===== src/rtl/lsu_mem_if.sv =====
// Load/store unit front end: turns one core request at a time into a word-aligned
// memory command, plus a write-data beat or read-data capture, and a one-cycle response.
module lsu_mem_if #(
  parameter int p_ADDR_BITS = 32,
  parameter int p_DATA_BITS = 32,
  parameter int p_STRB_BITS = p_DATA_BITS / 8
) (
  input  logic                   clk,
  input  logic                   rst,
  input  logic                   req_valid,
  output logic                   req_ready,
  input  logic                   req_cmd,
  input  logic [1:0]             req_size,
  input  logic                   req_unsigned,
  input  logic [p_ADDR_BITS-1:0] req_addr,
  input  logic [p_DATA_BITS-1:0] req_wdata,
  output logic                   rsp_valid,
  output logic [p_DATA_BITS-1:0] rsp_rdata,
  output logic                   rsp_err,
  output logic [p_ADDR_BITS-1:0] mem_addr,
  output logic                   mem_cmd,
  output logic [1:0]             mem_size,
  output logic                   mem_valid,
  input  logic                   mem_ready,
  output logic                   mem_r_ready,
  input  logic                   mem_r_valid,
  input  logic [p_DATA_BITS-1:0] mem_r_data,
  input  logic                   mem_r_resp,
  output logic                   mem_w_valid,
  input  logic                   mem_w_ready,
  output logic [p_STRB_BITS-1:0] mem_w_strb,
  output logic [p_DATA_BITS-1:0] mem_w_data,
  input  logic                   mem_w_resp
);

  typedef enum logic [1:0] {IDLE, CMD, RDATA} state_t;

  state_t state, state_next;

  logic       cmd_q;
  logic [1:0] size_q;
  logic       uns_q;
  logic [1:0] addr_lo;
  logic       cmd_done;
  logic       wdat_done;
  logic       wresp_q;

  logic accept, illegal, cmd_hs, w_hs, load_fin, store_fin;
  logic [p_STRB_BITS-1:0] strb_new;
  logic [p_DATA_BITS-1:0] wdata_new;
  logic [p_DATA_BITS-1:0] lane;
  logic [p_DATA_BITS-1:0] load_ext;

  assign illegal = (req_size == 2'd3) ||
                   (req_size == 2'd1 && req_addr[0]) ||
                   (req_size == 2'd2 && req_addr[1:0] != 2'b00);

  always_comb begin
    strb_new  = '0;
    wdata_new = '0;
    case (req_size)
      2'd0: begin
        strb_new  = p_STRB_BITS'(1) << req_addr[1:0];
        wdata_new = {(p_DATA_BITS/8){req_wdata[7:0]}};
      end
      2'd1: begin
        strb_new  = p_STRB_BITS'(3) << req_addr[1:0];
        wdata_new = {(p_DATA_BITS/16){req_wdata[15:0]}};
      end
      default: begin
        strb_new  = '1;
        wdata_new = req_wdata;
      end
    endcase
  end

  // Read word is shifted down to the addressed lane, then sign/zero extended.
  always_comb begin
    lane     = mem_r_data >> {addr_lo, 3'b000};
    load_ext = lane;
    case (size_q)
      2'd0: load_ext = uns_q ? {{(p_DATA_BITS-8){1'b0}}, lane[7:0]}
                             : {{(p_DATA_BITS-8){lane[7]}}, lane[7:0]};
      2'd1: load_ext = uns_q ? {{(p_DATA_BITS-16){1'b0}}, lane[15:0]}
                             : {{(p_DATA_BITS-16){lane[15]}}, lane[15:0]};
      default: load_ext = lane;
    endcase
  end

  always_ff @(posedge clk or negedge rst) begin
    if (!rst) state <= IDLE;
    else      state <= state_next;
  end

  // A store finishes once both the command and data handshakes have happened, in
  // either order; a load leaves CMD on its command handshake.
  always_comb begin
    state_next  = state;
    req_ready   = 1'b0;
    mem_valid   = 1'b0;
    mem_w_valid = 1'b0;
    mem_r_ready = 1'b0;
    accept      = 1'b0;
    cmd_hs      = 1'b0;
    w_hs        = 1'b0;
    load_fin    = 1'b0;
    store_fin   = 1'b0;
    case (state)
      IDLE: begin
        req_ready = rst;
        accept    = req_valid;
        if (accept && !illegal) state_next = CMD;
      end
      CMD: begin
        mem_valid   = !cmd_done;
        mem_w_valid = cmd_q && !wdat_done;
        mem_r_ready = !cmd_q;
        cmd_hs      = mem_valid && mem_ready;
        w_hs        = mem_w_valid && mem_w_ready;
        if (cmd_q) begin
          store_fin = (cmd_done || cmd_hs) && (wdat_done || w_hs);
          if (store_fin) state_next = IDLE;
        end else if (cmd_hs) begin
          load_fin   = mem_r_valid;
          state_next = mem_r_valid ? IDLE : RDATA;
        end
      end
      RDATA: begin
        mem_r_ready = 1'b1;
        load_fin    = mem_r_valid;
        if (mem_r_valid) state_next = IDLE;
      end
      default: state_next = IDLE;
    endcase
  end

  always_ff @(posedge clk or negedge rst) begin
    if (!rst) begin
      cmd_q      <= 1'b0;
      size_q     <= 2'd0;
      uns_q      <= 1'b0;
      addr_lo    <= 2'd0;
      cmd_done   <= 1'b0;
      wdat_done  <= 1'b0;
      wresp_q    <= 1'b0;
      mem_addr   <= '0;
      mem_cmd    <= 1'b0;
      mem_size   <= 2'd0;
      mem_w_strb <= '0;
      mem_w_data <= '0;
      rsp_valid  <= 1'b0;
      rsp_rdata  <= '0;
      rsp_err    <= 1'b0;
    end else begin
      rsp_valid <= 1'b0;
      if (accept) begin
        if (illegal) begin
          rsp_valid <= 1'b1;
          rsp_err   <= 1'b1;
          rsp_rdata <= '0;
        end else begin
          cmd_q      <= req_cmd;
          size_q     <= req_size;
          uns_q      <= req_unsigned;
          addr_lo    <= req_addr[1:0];
          cmd_done   <= 1'b0;
          wdat_done  <= 1'b0;
          wresp_q    <= 1'b0;
          mem_addr   <= {req_addr[p_ADDR_BITS-1:2], 2'b00};
          mem_cmd    <= req_cmd;
          mem_size   <= req_size;
          mem_w_strb <= req_cmd ? strb_new : '0;
          mem_w_data <= req_cmd ? wdata_new : '0;
        end
      end
      if (cmd_hs) cmd_done <= 1'b1;
      if (w_hs) begin
        wdat_done <= 1'b1;
        wresp_q   <= mem_w_resp;
      end
      if (store_fin) begin
        rsp_valid <= 1'b1;
        rsp_err   <= w_hs ? mem_w_resp : wresp_q;
        rsp_rdata <= '0;
      end
      if (load_fin) begin
        rsp_valid <= 1'b1;
        rsp_err   <= mem_r_resp;
        rsp_rdata <= load_ext;
      end
    end
  end

endmodule

===== config.mk =====
export PLATFORM = sky130hd
export DESIGN_NAME = lsu_mem_if
export DESIGN_NICKNAME = d
export VERILOG_FILES = /design/src/rtl/lsu_mem_if.sv
export SDC_FILE = /design/constraint.sdc
export NUM_CORES = 1
export LEC_CHECK = 0
export CAP_MARGIN = 20
export CORE_ASPECT_RATIO = 1.4
export CORE_MARGIN = 5
export CORE_UTILIZATION = 35
export DETAILED_ROUTE_END_ITERATION = 10
export PLACE_DENSITY_LB_ADDON = 0.15
export SKIP_LAST_GASP = 1
export SLEW_MARGIN = 5
export SYNTH_ARGS = -nofsm -noshare
export SYNTH_HDL_FRONTEND = slang
export SYNTH_SLANG_ARGS = --single-unit

===== constraint.sdc =====
create_clock -name clk -period 2.6 [get_ports clk]
set_clock_uncertainty 0.2 [all_clocks]
set_input_delay 0.52 -clock clk [delete_from_list [all_inputs] [get_ports clk]]
set_output_delay 0.52 -clock clk [all_outputs]
set_load 0.005 [all_outputs]

Word-level counts from Yosys, hierarchy flattened

Cells that the tools add are included.
Widths: inputs -> output; s select.

Input bits: 108
Register bits: 111
Word-level logic and storage cells: 102
Output and inout port bits: 109

Reductions and logical operators: 28
Mux-type cells: 44
Bitwise logic cells: 1
Equality and inequality tests: 12
Shifts and indexed selects: 3

Operators with widths:

| operator            | count |
|---|---|
| $mux 32             | 7 |
| $pmux 32 s2         | 2 |
| $shr 32x5->32       | 1 |
| $mux 1              | 24 |
| $mux 2              | 6 |
| $pmux 4 s2          | 1 |
| $reduce_and 2->1    | 4 |
| $logic_and 1x1->1   | 7 |
| $eq 2x1->1 const B  | 3 |
| $eq 2x2->1 const B  | 3 |
| $logic_not 2->1     | 3 |
| $ne 3x3->1 const B  | 2 |
| $pmux 2 s3          | 1 |
| $reduce_bool 2->1   | 3 |
| $reduce_bool 3->1   | 2 |
| $logic_not 1->1     | 4 |
| $logic_or 1x1->1    | 4 |
| $mux 4              | 1 |
| $ne 2x1->1 const B  | 2 |
| $ne 2x2->1 const B  | 2 |
| $pmux 1 s2          | 2 |
| $reduce_and 4->1    | 1 |
| $shl 1x2->4 const A | 1 |
| $shl 2x2->4 const A | 1 |
| $not 1->1           | 1 |

Longest topological paths before layout

Depth in word-level cells: 9
Gate-level depth with buffers: 9
Mapped depth without buffers: 7

Worst setup path before layout

No wires, ideal clock.

Kind: reg2reg
From: register state[1]
To: register rsp_err
Cell stages (with the launch flop): 10
Library setup time: 142 ps
Buffers on the path: 2
Data arrival time: 1,957 ps
Required time: 2,258 ps
Slack: 302 ps
Clock period less this slack: 2,298 ps
Path through: dfrtp_1 inv_1 ha_1 nor2b_1 o21a_1 o211a_1 buf_2 a311oi_4 buf_2 a221oi_1

Word-level cells in the longest chain between the ends: 5
Elaborated cells between the ends (all ways): 13
Classes of those cells: 2 x eq/ne; 7 x mux; 4 x reduce/logical

RTL lines:

| item                     | line | source |
|---|---|---|
| start: declaration       | 38   | `state_t state, state_next;` |
| start signal: assignment | 92   | `else state <= state_next;` |
| $eq 2x1->1               | 108  | `case (state)` |
| $mux 1                   | 108  |  |
| $mux 1                   | 183  | `rsp_err <= w_hs ? mem_w_resp : wresp_q;` |
| $mux 1                   | 181  | `if (store_fin) begin` |
| $mux 1                   | 186  | `if (load_fin) begin` |
| end signal: assignment   | 183  |  |
| end signal: assignment   | 188  | `rsp_err <= mem_r_resp;` |
| end: declaration         | 19   | `output logic rsp_err,` |

Parallel ways exist; a longest one is shown, timed or not.
A chain may end at the register's enable or synchronous reset.

Worst setup path after layout

From: register state[0]
To: output req_ready

Word-level cells in the longest chain between the ends: 2

RTL lines:

| item             | line | source |
|---|---|---|
| $logic_not 2->1  | 108  |  |
| $mux 1           | 108  |  |
| end: declaration | 11   | `output logic req_ready,` |

Every way passes these cells.

==> summary.txt <==
run status: completed
Ports: 217
first-pass GRT wire length: 25900 um
final setup vio count: 0
Total GRT Usage: 18.5%
diodes inserted: 0
total core area: 15000 um^2
final setup TNS: 0 ns
crit share post-route: 95.3%
final wirelength: 16700 um
WP data required: 1.88 ns
area share of the largest cell type after synthesis: 52.0%
nets: 827
total gr overflow: 0
area leader, netlist: dfrtp_1
via count: 4575
Root Buffer: clkbuf_16
post-route antenna net violation count: 0
worst setup margin: 0.122 ns
Max transition margin: 56.7%
router iterations before antenna repair: 4
RSZ-0062 raised after global routing: false
I/O Buffers: 214
most common cell after layout, fill and taps aside: clkdlybuf4s50_1
CTS tree: built
Highest Signal Layer: met4
H-tree lvl count: 3
Crit Path Max Fanout: 4
Arr. time, crit path: 1.76 ns
initial drt markers: 207
Die Y-Extent: 156 um
#FFs+latches synth: 111
fin crit period: 2.48 ns
total CTS buffers: 9
die width: 114 um
vias in the first global route: 4846
Yosys Warn Count: 0
adder-cell share of the synthesized area: 0.936%
worst-skew pair later-pin latency: 0.34 ns
Die Footprint: 17900 um^2
asr flop ratio synth: 100%
final core occ: 54.4%
Setup crit end kind: output pin
Post-Synth Simple-Gate Area: 11.3%
Max Fclk: 0.403 GHz
Compound-Gate Fraction of Synth Area: 15.4%
Hold Crit Class: in2async
Post-Synth XOR/XNOR Area: 0%
post-synthesis cell count: 502
Residual DRC: 0
drt wl/cell: 18.4 um
Post-synth EDFFs: 0
Netlist cell types: 37
clk sinks: 111
critical path launch point type: flip-flop
synthesis-to-finish area growth: 52.6%
wl on met1: 6360 um
maximum clock path buffer count: 2
dpl ws: -0.0256 ns
crit path kind: reg2out
Final Hold Viols: 0
max-slew violations: 0
total power divided by cell area: 996 nW/um^2
sequential share of the synthesized area: 52.0%
layout cells sized above 1: 14.6%
initial antenna violation count: 0
post-synthesis mux area share: 16.5%
FP Rows: 53
Worst VDD drop: 0.505 mV
largest net degree at the start of global routing: 112
average size of a mapped cell: 10.7 um^2
Vias/cell: 5.02
main combinational cell family by area after synthesis: multiplexers
area of the mapped netlist: 5350 um^2
Final GP Congestion: 0.880
metal2 WL: 8730 um
met3 wire len: 1240 um
most frequent cells in the layout: clkdlybuf4s50_1 (211), dfrtp_1 (111), nand2_1 (98)
worst-margin pin slew: 0.650 ns
Leak: 3.62 nW
Post-DP HPWL: 12800 um
CP startpoint: state[0]$_DFFE_PN0P_
Reg clk slew, reported paths: 0.08 ns
Max Cap Viol: 0
cts hold-fix bufs: 0
Initial Utilization: 35.7%
largest cells by area after synthesis: dfrtp_1 (52%), mux2_2 (11%), nand2_1 (6.9%), o21ai_0 (5.2%), mux2i_1 (5.1%)
ys flop type: dfrtp_1
R2R Path Start: state[0]$_DFFE_PN0P_
## through the flow
step | instance area [um^2] | hold slack, ns | std cells | total power, mW
after floorplan | 5350 | 0.0244 | 503 | 4.48
after global placement | 7800 | 0.263 | 895 | 6.62
after detailed placement | 7800 | 0.273 | 895 | 6.72
after CTS | 8140 | 0.111 | 912 | 8.24
after global routing | 8160 | 0.124 | 912 | 8.67
final | 8160 | 0.0342 | 912 | 8.12
## repair_timing
item                                   in CTS  in global routing
setup buffers                               1                  0
setup endpoints to repair                   2                  3
gates resized for setup                     4                  5
endpoints found under the hold margin       0                  0
pin swaps                                   1                  1
## power breakdown
| part | switching, mW | total (mW) | leakage (nW) | internal, mW |
|---|---|---|---|---|
| sequential | 0.464 | 2.92 | 1.43 | 2.45 |
| combinational | 1.51 | 3.76 | 2.04 | 2.26 |
| clock | 0.675 | 1.44 | 0.154 | 0.768 |
## routing by layer
layer,up-vias,global-route usage [%]
li1,2187,-
met1,2191,21.4
met2,173,32.8
met3,24,4.99
met4,0,6.34
met5,-,0
## worst max-delay path: stages (launching register included)
cell and delay [ns]:
dfrtp_1 0.43, inv_1 0.17, ha_4 0.20, and2_1 0.12
clkdlybuf4s50_1 0.50
## Yosys cell counts (3+ instances only)
master and number:
nor2_1 20, buf_1 3, nor3_1 4, ha_1 4, nor2b_1 15, buf_4 3
a21oi_1 9, a221o_1 8, a32o_1 7, clkbuf_1 19, a211o_1 17, o2bb2ai_1 9
dfrtp_1 111, mux2i_1 27, nand2_1 98, o21ai_0 56, mux2_2 53, buf_2 11
inv_1 5
## cells by family (layout without fill, tap and decap cells)
family	count (synthesis)	in the layout
compound gates	117	117
flops	111	111
fa+ha+maj	4	4
simple gates	144	144
other cells	1	2
mux	81	81
buf+inv	44	261
## flip-flops by register name (all words and copies together) (netlist names)
signal      flops
mem_w_data     32
rsp_rdata      32
mem_addr       30
mem_w_strb      4
addr_lo         2
size_q          2
state           2
cmd_done        1
cmd_q           1
rsp_err         1
rsp_valid       1
uns_q           1
wdat_done       1
wresp_q         1
## area by class of cell
class	count	area, um^2
multi-input combinational	348	2400
timing repair buffer	239	2410
fill	1366	6830
clock buffer	9	225
inverter	6	22.5
tap	192	240
sequential	111	2780
clock inverter	7	86.3
## final timing paths
kind | end | slack (ns) | depth (start not counted)
setup / recovery | req_ready | 0.12 | 4
hold / removal | rsp_rdata[19]$_DFFE_PN0P_ | 0.03 | 2
setup reg to reg | rsp_rdata[24]$_DFFE_PN0P_ | 0.19 | 7
hold reg to reg | mem_w_data[3]$_DFFE_PN0P_ | 0.28 | 2
max in group asynchronous | mem_w_data[31]$_DFFE_PN0P_ | 1.64 | 2
min in group clk | mem_w_data[3]$_DFFE_PN0P_ | 0.28 | 2
(Power assumes the default switching activity.)
